--- src/rtl/decoder_pkg.sv ---
// Shared FSM state type and default parameter values for the row scan decoder.
package decoder_pkg;

   typedef enum logic [1:0] {
      ST_IDLE  = 2'd0,
      ST_BLANK = 2'd1,
      ST_DRIVE = 2'd2
   } state_e;

   localparam int N_DEF     = 3;
   localparam int ROWS_DEF  = 8;
   localparam int DWELL_DEF = 4;
   localparam int BLANK_DEF = 1;

   function automatic int max_int(input int a, input int b);
      return (a > b) ? a : b;
   endfunction

endpackage

--- src/rtl/decoder_n_to_2n.sv ---
// Combinational N-to-2**N one-hot decoder; all-zero when ena is low.
module decoder_n_to_2n
   import decoder_pkg::*;
#(
   parameter int N = N_DEF
) (
   input  logic              ena,
   input  logic [N-1:0]      sel,
   output logic [2**N-1:0]   dec
);

   always_comb begin
      dec = '0;
      if (ena) dec[sel] = 1'b1;
   end

endmodule

--- src/rtl/row_scan_decoder.sv ---
// Row scan driver: steps one-hot row drive with dwell and blank gaps, auto-scan or manual select.
//   state    | meaning
//   ST_IDLE  | disabled, out low, row holds last driven index
//   ST_BLANK | all rows off for BLANK cycles between rows
//   ST_DRIVE | one row driven for DWELL cycles
module row_scan_decoder
   import decoder_pkg::*;
#(
   parameter int N     = N_DEF,
   parameter int ROWS  = ROWS_DEF,
   parameter int DWELL = DWELL_DEF,
   parameter int BLANK = BLANK_DEF
) (
   input  logic              clk,
   input  logic              rst,
   input  logic              ena,
   input  logic              scan,
   input  logic [N-1:0]      in,
   output logic [2**N-1:0]   out,
   output logic [N-1:0]      row,
   output logic              frame_start
);

   localparam int            CW         = $clog2(max_int(DWELL, BLANK) + 1);
   localparam logic [CW-1:0] DWELL_LOAD = CW'(DWELL - 1);
   localparam logic [CW-1:0] BLANK_LOAD = CW'((BLANK > 0) ? BLANK - 1 : 0);
   localparam logic [N-1:0]  ROW_LAST   = N'(ROWS - 1);
   localparam logic [N:0]    ROWS_W     = (N+1)'(ROWS);

   state_e            state_q, state_d;
   logic [CW-1:0]     cnt_q, cnt_d;
   logic [N-1:0]      row_q, row_d;
   logic              first_q, first_d;
   logic [2**N-1:0]   out_q, out_d;
   logic              frame_start_q, frame_start_d;
   logic              enter_drive;
   logic              dec_en;
   logic [N-1:0]      next_row;

   always_comb begin
      next_row    = (row_q >= ROW_LAST) ? '0 : row_q + N'(1);
      state_d     = state_q;
      cnt_d       = cnt_q;
      row_d       = row_q;
      first_d     = first_q;
      enter_drive = 1'b0;

      if (!ena) begin
         state_d = ST_IDLE;
         cnt_d   = '0;
         first_d = 1'b1;
      end else begin
         case (state_q)
            ST_IDLE: begin
               row_d = '0;
               if (BLANK == 0) begin
                  enter_drive = 1'b1;
               end else begin
                  state_d = ST_BLANK;
                  cnt_d   = BLANK_LOAD;
               end
            end
            ST_BLANK: begin
               if (cnt_q == '0) enter_drive = 1'b1;
               else             cnt_d = cnt_q - 1'b1;
            end
            ST_DRIVE: begin
               if (cnt_q != '0) begin
                  cnt_d = cnt_q - 1'b1;
               end else if (BLANK == 0) begin
                  enter_drive = 1'b1;
               end else begin
                  state_d = ST_BLANK;
                  cnt_d   = BLANK_LOAD;
               end
            end
            default: begin
               state_d = ST_IDLE;
               cnt_d   = '0;
            end
         endcase
      end

      // Mode and manual select are only sampled here, so mid-dwell changes wait for the next row.
      if (enter_drive) begin
         state_d = ST_DRIVE;
         cnt_d   = DWELL_LOAD;
         first_d = 1'b0;
         if (!scan)        row_d = in;
         else if (first_q) row_d = '0;
         else              row_d = next_row;
      end

      dec_en        = (state_d == ST_DRIVE) && ({1'b0, row_d} < ROWS_W);
      frame_start_d = enter_drive && scan && (row_d == '0);
   end

   decoder_n_to_2n #(.N(N)) u_dec (
      .ena (dec_en),
      .sel (row_d),
      .dec (out_d)
   );

   always_ff @(posedge clk or posedge rst) begin
      if (rst) begin
         state_q       <= ST_IDLE;
         cnt_q         <= '0;
         row_q         <= '0;
         first_q       <= 1'b1;
         out_q         <= '0;
         frame_start_q <= 1'b0;
      end else begin
         state_q       <= state_d;
         cnt_q         <= cnt_d;
         row_q         <= row_d;
         first_q       <= first_d;
         out_q         <= out_d;
         frame_start_q <= frame_start_d;
      end
   end

   assign out         = out_q;
   assign row         = row_q;
   assign frame_start = frame_start_q;

endmodule
--- config.mk ---
export PLATFORM = sky130hd
export DESIGN_NAME = row_scan_decoder
export DESIGN_NICKNAME = d
export VERILOG_FILES = /design/src/rtl/decoder_pkg.sv /design/src/rtl/decoder_n_to_2n.sv /design/src/rtl/row_scan_decoder.sv
export SDC_FILE = /design/constraint.sdc
export NUM_CORES = 1
export LEC_CHECK = 0
export BUFFER_PORTS_ARGS = -buffer_cell sky130_fd_sc_hd__buf_4
export CAP_MARGIN = 20
export CORE_MARGIN = 2
export CORE_UTILIZATION = 56
export CTS_CLUSTER_DIAMETER = 120
export DETAILED_ROUTE_END_ITERATION = 10
export PLACE_DENSITY_LB_ADDON = 0.12
export SLEW_MARGIN = 20
export SYNTH_ARGS = -nofsm -noshare
export SYNTH_HDL_FRONTEND = slang
export SYNTH_SLANG_ARGS = --single-unit
--- constraint.sdc ---
create_clock -name clk -period 4.4 [get_ports clk]
set_clock_uncertainty 0.15 [all_clocks]
set_input_delay 0.44 -clock clk [delete_from_list [all_inputs] [get_ports clk]]
set_output_delay 0.44 -clock clk [all_outputs]
set_load 0.02 [all_outputs]
## After elaboration in Yosys (flattened, before gate mapping)

Index checks and enable logic that the tools add are counted.

| cells by class | value |
|---|---|
| $lt $le $gt $ge | 3 |
| add/sub/neg operators | 2 |
| multiplexer cells | 23 |
| eq/ne operators | 5 |
| reduce and logical (&&, ||, !) cells | 7 |

Operators with widths:

| kind | count |
|---|---|
| $mux 3 | 10 |
| $mux 8 | 1 |
| $logic_not 3->1 | 2 |
| $mux 1 | 6 |
| $mux 2 | 3 |
| $pmux 2 s3 | 1 |
| $pmux 3 s2 | 1 |
| $eq 2x2->1 const B | 2 |
| $lt 3x4->1 const B | 1 |
| $ne 4x4->1 const B | 1 |
| $add 3x1->3 const B | 1 |
| $demux 1 s3 | 1 |
| $ge 3x1->1 const B | 1 |
| $ge 3x3->1 const B | 1 |
| $logic_and 1x1->1 | 3 |
| $reduce_bool 3->1 | 1 |
| $sub 3x1->3 const B | 1 |
| $eq 2x1->1 const B | 1 |
| $logic_not 2->1 | 1 |
| $ne 2x1->1 const B | 1 |

| storage, ports and cells | value |
|---|---|
| register bits after elaboration | 18 |
| output and inout bits | 12 |

## Longest topological paths before layout

Gate-level depths: netlist of the first run.

| depth | value |
|---|---|
| depth in word-level cells | 10 |
| depth in mapped cells | 7 |
| mapped depth without buffers | 7 |

## Hierarchy

From an unflattened synthesis of the first run, not the netlist that was laid out.

| second synthesis, totals | value |
|---|---|
| cell total of the unflattened synthesis | 81 |
| area, all modules | 918.4 µm² |

Modules (own cells, without submodules):

| module | sequential area each (µm²) | cells each | times used | area an instance (µm²) |
|---|---|---|---|---|
| row_scan_decoder | 451.7 | 73 | 1 | 822.0 |
| decoder_n_to_2n | 0.0 | 8 | 1 | 96.3 |

## Least setup slack after synthesis of the first run

No wires, ideal clock.

| timing | value |
|---|---|
| kind | reg2reg |
| from | register row_q[0] (netlist: row[0]) |
| to | register out_q[5] (netlist: out[5]) |
| required time | 4.144 ns |
| path slack | 2.272 ns |
| stages on the path, launching flop included | 7 |
| arrival | 1.873 ns |
| path through | dfrtp_1 > ha_1 > ha_1 > or4b_4 > a21oi_2 > a31oi_2 > nor4b_1 |

| between the ends | value |
|---|---|
| word-level cells in the longest chain between the ends | 10 |
| elaborated cells on any way between the ends | 14 |

Ends and longest elaborated chain:

| item | line | RTL |
|---|---|---|
| start, declared | row_scan_decoder.sv:32 | `logic [N-1:0] row_q, row_d;` |
| start signal, assigned | row_scan_decoder.sv:115 | `row_q <= row_d;` |
| $add 3x1->3 or $ge 3x3->1 (tied branches) | row_scan_decoder.sv:41 | `next_row = (row_q >= ROW_LAST) ? '0 : row_q + N'(1);` |
| $mux 3 | row_scan_decoder.sv:41 |  |
| $mux 3 | row_scan_decoder.sv:90 | `else if (first_q) row_d = '0;` |
| $mux 3 | row_scan_decoder.sv:89 | `if (!scan) row_d = in;` |
| $mux 3 (*) | row_scan_decoder.sv:85 | `if (enter_drive) begin` |
| $lt 3x4->1 (not written as such) or $ge 3x1->1 (tied branches) | decoder_n_to_2n.sv:14 | `if (ena) dec[sel] = 1'b1;` |
| $logic_and 1x1->1 (not written as such) | decoder_n_to_2n.sv:14 |  |
| $mux 1 (not written as such) | decoder_n_to_2n.sv:14 |  |
| $demux 1 s3 (*) | -- |  |
| $mux 8 (*) | decoder_n_to_2n.sv:14 |  |
| net out_d[5] | row_scan_decoder.sv:34 | `logic [2**N-1:0] out_q, out_d;` |
| end signal, assigned | row_scan_decoder.sv:117 | `out_q <= out_d;` |
| end, declared | row_scan_decoder.sv:34 |  |

Mark *: on every way through the listed nets, which the timed path passes. The rest lies on a longest branch.
A chain may end at the register's enable or synchronous reset.

## Worst setup path in the final report of the first run

| timing | value |
|---|---|
| from | register row_q[0] (netlist: row[0]) |
| to | register out_q[1] (netlist: out[1]) |

Same word-level chain as after synthesis.

==> impl_results.md, run 1 <==
* Delay-heaviest family, CP: simple AND/OR/NAND/NOR gates
* Final setup violation count at 0
* Max-Cap Viols at 0
* Routed WL at ~1700 um
* Synth warn at 0
* Endpoints failing hold at 0
* Critical path capture point: out[1]
* Area Growth Syn to Fin at 19.2%
* Clock Latency Late Sink at between 0.2 and 0.3 ns
* Post_cts resized at 0
* FF-to-FF Start: row[0]
* Sinks on Clock Net at 18
* Worst Path Max Fanout at 5
* CTS buffer count at 3
* Chip width at between 40 and 50 um
* Layout cells sized above 1 at 33.7%
* CP Data Arrival Time at ~2.3 ns
* Syn Area/Cell at between 10 and 15 um2
* Critical Path End Type: flip-flop
* Worst Tran Pin Value at approximately 0.65 ns
* Total global-route track usage at between 20% and 30%
* F_max at around 450 MHz
* Cell Chain, Critical Path: ha_1 -> ha_1 -> or4b_4 -> a21oi_2 -> a31oi_2 -> nor4_1
* Die span in y at about 45 um
* Async S/R FF share, synth at 100%
* Antenna-violating nets left at 0
* RSZ-0062 raised after global routing: no
* Final hold slack at 0.0847 ns
* I/O Buffers at 18
* FILL cells at 110
* Crit path depth at 6
* Synth top area cells: dfrtp_1, ha_1, nor4b_1
* Top cells by count, synth: dfrtp_1, ha_1, inv_1
* Mapped Area at around 950 um2
* Slew Viols, Final at 0
* CTS H-Tree Depth at 1
* CP dominant cell by count: ha_1
* Gpl congestion at 0.793
* Cell Rows at 14
* CTS tree: built
* Kind of critical path: flip-flop to flip-flop
* Post-DP HPWL at between 1000 and 1500 um
* VDD IR-drop max at roughly 0.32 mV
* Initial antenna violation count at 0
* Seq cells post-synth at 18
* Max Root-Sink Buffers at 2
* Drt initial violations at 15
* # IOs at 19
* DRC violations left at 0
* Register area share after synthesis at a little under half
* Critical Path RT at 4.43 ns
* Drt pass-1 iters at 4
* Vias at between 600 and 700
* Clk pin slew, worst setup/hold paths at ~0.1 ns
* Post-CTS Hold Buffers at 0
* Yosys top cell area share at between 40% and 50%
* Hold Path Class: primary input to asynchronous set/reset pin
* Antenna Cells at 0
* Bufs and invs on worst path at 0
* R2r setup slk at roughly 2.2 ns
* Post-synth EDFFs at 0
* Nets at ~120
* Rel. slew slack at a little under three fifths
* DR WL/cell at approximately 15 um
* Pwr/cell area at 550 nW/um2
* Cell at the slowest stage of the critical path: or4b_4
* CP peak stage delay at approximately 0.50 ns
* Vias in the first global route at 638
* Part of the cycle the worst path needs at 50.7%
* LEAKAGE at 0.545 nW
* Minimum clock period at approximately 2.2 ns
* Post-Synthesis Cells at just under 80
* Final setup margin at 2.17 ns
* Initial core utilization at 61.4%
* Root buffer cell: clkbuf_4
* Synth Net Count at 95
* Synth cell types at 29
* Sum Neg Setup Slack at 0 ns
* Critical path launch point type: flip-flop
* Largest net degree at the start of global routing at 19
* Crit path from: row[0]
* Most frequent cell after synthesis: dfrtp_1
* Vias/cell at 5.84
* Final Util at approximately three quarters
* First-pass GRT wire length at between 2000 and 3000 um
* Core area at about 1500 um2
* Overflow after GRT at 0
* Reg2Reg Depth at 6
* Status: completed
* Postcts setup bufs at 0
* Die area at 2030 um2
* Leading area contributor after synthesis: dfrtp_1
* Ys flop type: dfrtp_1
* Post-place setup slack at 2.20 ns
* RR Endpoint: out[1]
[power breakdown]
group,switching [mW],total (mW),leakage (nW),internal (mW)
combinational,0.177,0.299,0.287,0.121
clock,0.0480,0.0832,0.0150,0.0352
sequential,0.0327,0.238,0.243,0.206
[state kept, by name, summed over array words and instances, names as in the netlist]
name / cells
cnt_q: 3
first_q: 1
out: 8
row: 3
frame_start: 1
state_q: 2
[cell families after synthesis]
kind of cell | share of synthesized area (%)
and+or+nand+nor | 21.8
xor gates and xnor gates | 0.926
adders and majority gates | 11.9
AOI/OAI and AO/OA | 14.0
DFF | 47.8
buffers and inverters | 3.57
[cell type report]
cell class | count | area, um2 | area share [%]
timing repair buffer | 18 | 135 | 12.0
multi-input combinational | 52 | 460 | 40.8
clock buffer | 4 | 26.3 | 2.33
sequential | 18 | 452 | 40.1
inverter | 9 | 33.8 | 3.00
tap | 16 | 20.0 | 1.78
[cells in the final DEF, fill, tap and decap left out, types with 3 or more instances in the layout]
cell type	count
nor3_1	3
clkbuf_4	3
nor4b_1	4
dfrtp_1	17
buf_4	18
nand2b_1	3
ha_1	9
nand3_1	4
inv_1	7
o21ai_0	3
nor4_1	4
[metrics by stage]
| step | cells | cell area [um2] | total power, mW |
|---|---|---|---|
| after floorplan | 79 | 946 | 0.464 |
| after global placement | 113 | 1100 | 0.536 |
| after detailed placement | 113 | 1100 | 0.540 |
| after CTS | 117 | 1130 | 0.623 |
| after global routing | 117 | 1130 | 0.667 |
| final | 117 | 1130 | 0.620 |
[worst min path at each step]
stage	depth (start not counted)	slack [ns]	to
2_1_floorplan	1	0.23	cnt_q[0]
3_3_place_gp	1	0.31	cnt_q[0]
3_5_place_dp	1	0.31	cnt_q[0]
4_1_cts	2	0.10	out[4]
5_1_grt	2	0.15	out[4]
6_report	2	0.08	out[4]
[metal layers]
metal | up-vias | wire [um] | GRT usage (%)
li1 | 331 | - | -
met1 | 334 | 813 | 26.8
met2 | 16 | 805 | 31.1
met3 | 2 | 76 | 2.80
met4 | 0 | 15 | 11.2
met5 | - | 0 | 0
Note: power is estimated with default switching activity, not from simulation.
==> run 2, diff against run 1 <==
- CORE_UTILIZATION: 56 -> 52
- clock period: 4.4 -> 2.3 ns (I/O delays scaled with it)
==> run 2 against run 1 <==
Worst hold slack lost 0.057 ns; sequential share of layout area shrank 1.3 points; clock power grew 130%; power grew 100%; critical path depth is the same; routed wire length grew 4.7%; highest routed layer unchanged.
==> impl_results.md, run 2 (synthesized netlist as in run 1, its figures left out) <==
* Drt pass-1 iters at 6 (was 4)
* Root buffer cell: clkbuf_4 (unchanged)
* Max Root-Sink Buffers at 2 (unchanged)
* Clk pin slew, worst setup/hold paths at 0.10 ns (about the same)
* FF-to-FF Start: row[0] (unchanged)
* # IOs at 19 (unchanged)
* Reg2Reg Depth at 6 (unchanged)
* Sinks on Clock Net at 18 (unchanged)
* RSZ-0062 raised after global routing: no (unchanged)
* Sum Neg Setup Slack at 0 ns (unchanged)
* Status: completed (unchanged)
* Design area at 1160 um2 (was 1130 um2)
* Slew Viols, Final at 0 (unchanged)
* Layout cells sized above 1 at 35.3% (was 33.7%)
* Vias in the first global route at 700 (was 638)
* Power, Total at 1.24 mW (was 620 uW)
* CTS buffer count at 3 (unchanged)
* Critical path launch point type: flip-flop (unchanged)
* Placed cell area at 1110 um2 (was 1100 um2)
* Clock Latency Late Sink at 0.30 ns (was 0.28 ns)
* Commonest cells after routing, fill and taps aside: buf_4, dfrtp_1, ha_1 (unchanged)
* Total global-route track usage at 20.1% (was 20.0%)
* Critical Path RT at 2.35 ns (was 4.43 ns)
* Die span in y at 46.7 um (was 45.1 um)
* Overflow after GRT at 0 (unchanged)
* R2r setup slk at 0.11 ns (was 2.17 ns)
* Commonest non-fill, non-tap cell in the layout: buf_4 (unchanged)
* Antenna Cells at 0 (unchanged)
* CTS H-Tree Depth at 1 (unchanged)
* Final setup violation count at 0 (unchanged)
* F_max at 457 MHz (was 448 MHz)
* Cell Rows at 15 (was 14)
* Hold Path Class: primary input to flip-flop (was primary input to asynchronous set/reset pin)
* Worst Tran Pin Value at 0.660 ns (was 0.647 ns)
* Uppermost layer routed: met4 (unchanged)
* Part of the cycle the worst path needs at 95.1% (was 50.7%)
* Antenna-violating nets left at 0 (unchanged)
* Finished Layout Cells at 127 (was 117)
* Initial antenna violation count at 0 (unchanged)
* Minimum clock period at 2.19 ns (was 2.23 ns)
* Hold Path Cell Cnt at 2
* Chip width at 46.7 um (was 45.1 um)
* Core area at 1730 um2 (was 1540 um2)
* Kind of critical path: flip-flop to flip-flop (unchanged)
* Area Growth Syn to Fin at 23.1% (was 19.2%)
* VDD IR-drop max at 0.721 mV (was 0.318 mV)
* Initial core utilization at 54.8% (was 61.4%)
* Hold Crit Start: ena
* Nets at 119 (was 118)
* Post-DP HPWL at 1370 um (was 1350 um)
* CP Data Arrival Time at 2.23 ns (was 2.26 ns)
* Drt initial violations at 5 (was 15)
* Endpoints failing hold at 0 (unchanged)
* I/O Buffers at 18 (unchanged)
* DR WL/cell at 14.1 um (was 14.6 um)
* Routed length on met3 at 92 um (was 76 um)
* Hold EP: first_q
* Metal-1 WL at 717 um (was 813 um)
* Max-Cap Viols at 0 (unchanged)
* Worst Path Max Fanout at 5 (unchanged)
* RR Endpoint: out[7] (was out[1])
* Gpl congestion at 0.870 (was 0.793)
* LEAKAGE at 0.555 nW (was 0.545 nW)
* Vias/cell at 5.49 (was 5.84)
* Final hold slack at 0.0281 ns (was 0.0847 ns)
* DRC violations left at 0 (unchanged)
* Largest net degree at the start of global routing at 19 (unchanged)
* Routed WL at 1790 um (was 1710 um)
* CTS tree: built (unchanged)
* Critical Path End Type: flip-flop (unchanged)
* Rel. slew slack at 56.0% (was 56.9%)
* Met2 WL at 929 um (was 805 um)
* Vias at 697 (was 683)
* Postcts setup bufs at 0 (unchanged)
* Die area at 2180 um2 (was 2030 um2)
* DP Cell Count at 122 (was 113)
* Pwr/cell area at 1060 nW/um2 (was 550 nW/um2)
* First-pass GRT wire length at 2910 um (was 2840 um)
* Max FFs per register at 8 (unchanged)
==> run 2: how the worst max path moves through the flow <==
stage                start     end  slack [ns]  cells after the start
finish              row[0]  out[7]        0.11                      6
global route        row[0]  out[5]       0.002                      6
CTS                 row[0]  out[7]        0.12                      6
detailed placement  row[0]  out[5]        0.15                      6
global placement    row[0]  out[5]        0.23                      6
floorplan           row[0]  out[5]        0.17                      6
==> run 2: critical path: stages, from the launching register on <==
cell and delay [ns]:
dfrtp_1 0.44, ha_1 0.23, ha_1 0.19, or4b_4 0.49
a21oi_2 0.16, a31oi_2 0.09, nor4b_1 0.33
==> run 2: through the flow <==
step           setup slack, ns  utilization [%]
3_5_place_dp             0.151             64.4
5_1_grt                0.00211             67.5
3_3_place_gp             0.233             64.4
4_1_cts                  0.123             67.1
6_report                 0.113             67.5
2_1_floorplan            0.172                -
==> run 2: area by class of cell <==
cell class                 count  area [um2]
fill                         154         562
inverter                       9        33.8
multi-input combinational     52         467
sequential                    18         452
timing repair buffer          19         145
tap                           25        31.3
clock buffer                   4        36.3
==> run 2: per-layer routing <==
metal | vias up | GRT usage (%)
met1 | 342 | 21.9
li1 | 334 | -
met4 | 0 | 13.3
met3 | 4 | 5.10
met2 | 17 | 33.9
met5 | - | 0
==> run 2: where the power goes <==
part           leakage, nW  total, mW  internal, mW  switching, mW
Clock               0.0210      0.195        0.0965         0.0989
Combinational        0.291      0.587         0.235          0.351
Sequential           0.243      0.456         0.393         0.0623
==> run 2: timing repair <==
| action | 4_1_cts | 5_1_grt |
|---|---|---|
| hold buffers | 1 | 0 |
| setup endpoints to repair | 0 | 1 |
| endpoints found under the hold margin | 17 | 0 |
| resized for setup | 0 | 1 |
==> run 3, diff against run 2 <==
- PLACE_DENSITY: not set -> 0.82
- PLACE_DENSITY_LB_ADDON: 0.12 -> not set
==> run 3 against run 2 <==
Via count down 0.14%; routed wire length up 2.7%; global-route usage up 0.16 points; first-iteration DRC count down 60%; clock power about the same.
==> impl_results.md, run 3 (synthesized netlist as in run 1, its figures left out) <==
* Kind of critical path: flip-flop to flip-flop (unchanged)
* Minimum clock period at 2.19 ns (about the same)
* Power, Total at 1.24 mW (about the same)
* Worst Path Max Fanout at 5 (unchanged)
* # IOs at 19 (unchanged)
* Area Growth Syn to Fin at 22.5% (was 23.1%)
* Die area at 2180 um2 (unchanged)
* Cell Rows at 15 (unchanged)
* Routed WL at 1840 um (was 1790 um)
* Commonest non-fill, non-tap cell in the layout: buf_4 (unchanged)
* Max FFs per register at 8 (unchanged)
* Hold EP: first_q (unchanged)
* Critical Path End Type: flip-flop (unchanged)
* Post-CTS Hold Buffers at 1 (unchanged)
* Hold Crit Start: ena (unchanged)
* Clock Latency Late Sink at 0.29 ns (was 0.30 ns)
* F_max at 456 MHz (was 457 MHz)
* Hold Path Cell Cnt at 2 (unchanged)
* Vias in the first global route at 698 (was 700)
* I/O Buffers at 18 (unchanged)
* Slew Viols, Final at 0 (unchanged)
* Postcts setup bufs at 0 (unchanged)
* Gpl congestion at 0.891 (was 0.870)
* Status: completed (unchanged)
* CP Data Arrival Time at 2.23 ns (about the same)
* FF-to-FF Start: row[0] (unchanged)
* Overflow after GRT at 0 (unchanged)
* Antenna Cells at 0 (unchanged)
* Worst Tran Pin Value at 0.651 ns (was 0.660 ns)
* DR WL/cell at 14.5 um (was 14.1 um)
* Placed cell area at 1110 um2 (unchanged)
* Post-place setup slack at 0.148 ns (was 0.151 ns)
* Nets at 119 (unchanged)
* Vias/cell at 5.48 (was 5.49)
* Post-DP HPWL at 1410 um (was 1370 um)
* Total global-route track usage at 20.2% (was 20.1%)
* Max-Cap Viols at 0 (unchanged)
* Part of the cycle the worst path needs at 95.3% (was 95.1%)
* Finished Layout Cells at 127 (unchanged)
* Initial antenna violation count at 0 (unchanged)
* DRC violations left at 0 (unchanged)
* First-pass GRT wire length at 3080 um (was 2910 um)
* Clk pin slew, worst setup/hold paths at 0.10 ns (about the same)
* Hold Path Class: primary input to flip-flop (unchanged)
* RSZ-0062 raised after global routing: no (unchanged)
* Reg2Reg Depth at 6 (unchanged)
* Sum Neg Setup Slack at 0 ns (unchanged)
* R2r setup slk at 0.11 ns (about the same)
* Endpoints failing hold at 0 (unchanged)
* CTS buffer count at 3 (unchanged)
* Core area at 1730 um2 (unchanged)
* Die span in y at 46.7 um (unchanged)
* RR Endpoint: out[5] (was out[7])
* Final setup violation count at 0 (unchanged)
* Drt pass-1 iters at 4 (was 6)
* Largest net degree at the start of global routing at 19 (unchanged)
* Final hold slack at 0.0329 ns (was 0.0281 ns)
* Design area at 1160 um2 (about the same)
* Critical path launch point type: flip-flop (unchanged)
* Rel. slew slack at 56.5% (was 56.0%)
* Vias at 696 (was 697)
* CTS tree: built (unchanged)
* Chip width at 46.7 um (unchanged)
* Critical Path RT at 2.33 ns (was 2.35 ns)
* CTS H-Tree Depth at 1 (unchanged)
* Root buffer cell: clkbuf_4 (unchanged)
* Layout cells sized above 1 at 34.3% (was 35.3%)
* Post_cts resized at 0 (unchanged)
* DP Cell Count at 122 (unchanged)
* Commonest cells after routing, fill and taps aside: buf_4, dfrtp_1, ha_1 (unchanged)
* Pwr/cell area at 1070 nW/um2 (was 1060 nW/um2)
* Drt initial violations at 2 (was 5)
* VDD IR-drop max at 0.611 mV (was 0.721 mV)
* Max Root-Sink Buffers at 2 (unchanged)
* LEAKAGE at 0.555 nW (about the same)
* Final Util at 67.1% (was 67.5%)
* Sinks on Clock Net at 18 (unchanged)
* Antenna-violating nets left at 0 (unchanged)
* Initial core utilization at 54.8% (unchanged)
* Final setup margin at 0.108 ns (was 0.113 ns)
## run 3: changes by cell type in the layout (fill, tap and decap cells not counted)
cell,before,now
nor4_1,3,4
nor4_2,1,0
## run 3: where the power goes
part,internal (mW),leakage [nW],switching (mW)
clock,0.0964,0.0210,0.0966
sequential,0.394,0.243,0.0629
combinational,0.234,0.291,0.356
## run 3: worst max-delay path: stages (launching register included)
cell and delay, ns:
dfrtp_1 0.45, ha_1 0.23, ha_1 0.20, or4b_4 0.49, a21oi_2 0.14, a31oi_2 0.08, nor4b_1 0.35
## run 3: how the worst max path moves through the flow
stage | startpoint | end | slack [ns] | cells after the start
3_5_place_dp | row[0] | out[1] | 0.15 | 6
6_report | row[0] | out[5] | 0.11 | 6
5_1_grt | row[0] | out[1] | 0.01 | 6
4_1_cts | row[0] | out[1] | 0.11 | 6
2_1_floorplan | row[0] | out[5] | 0.17 | 6
3_3_place_gp | row[0] | out[7] | 0.24 | 6
## run 3: metal layers
metal  track usage [%]  wire [um]
met1              24.9        740
met2              35.0       1020
met3              2.75         49
met4              8.89         31
met5                 0          0
## run 3: area by class of cell
type	count	area [um2]
clock buffers	4	36.3
fillers	137	568
inverters	9	33.8
multi-input cells	52	460
flip-flops and latches	18	452
well taps	25	31.3
repair buffers	19	145
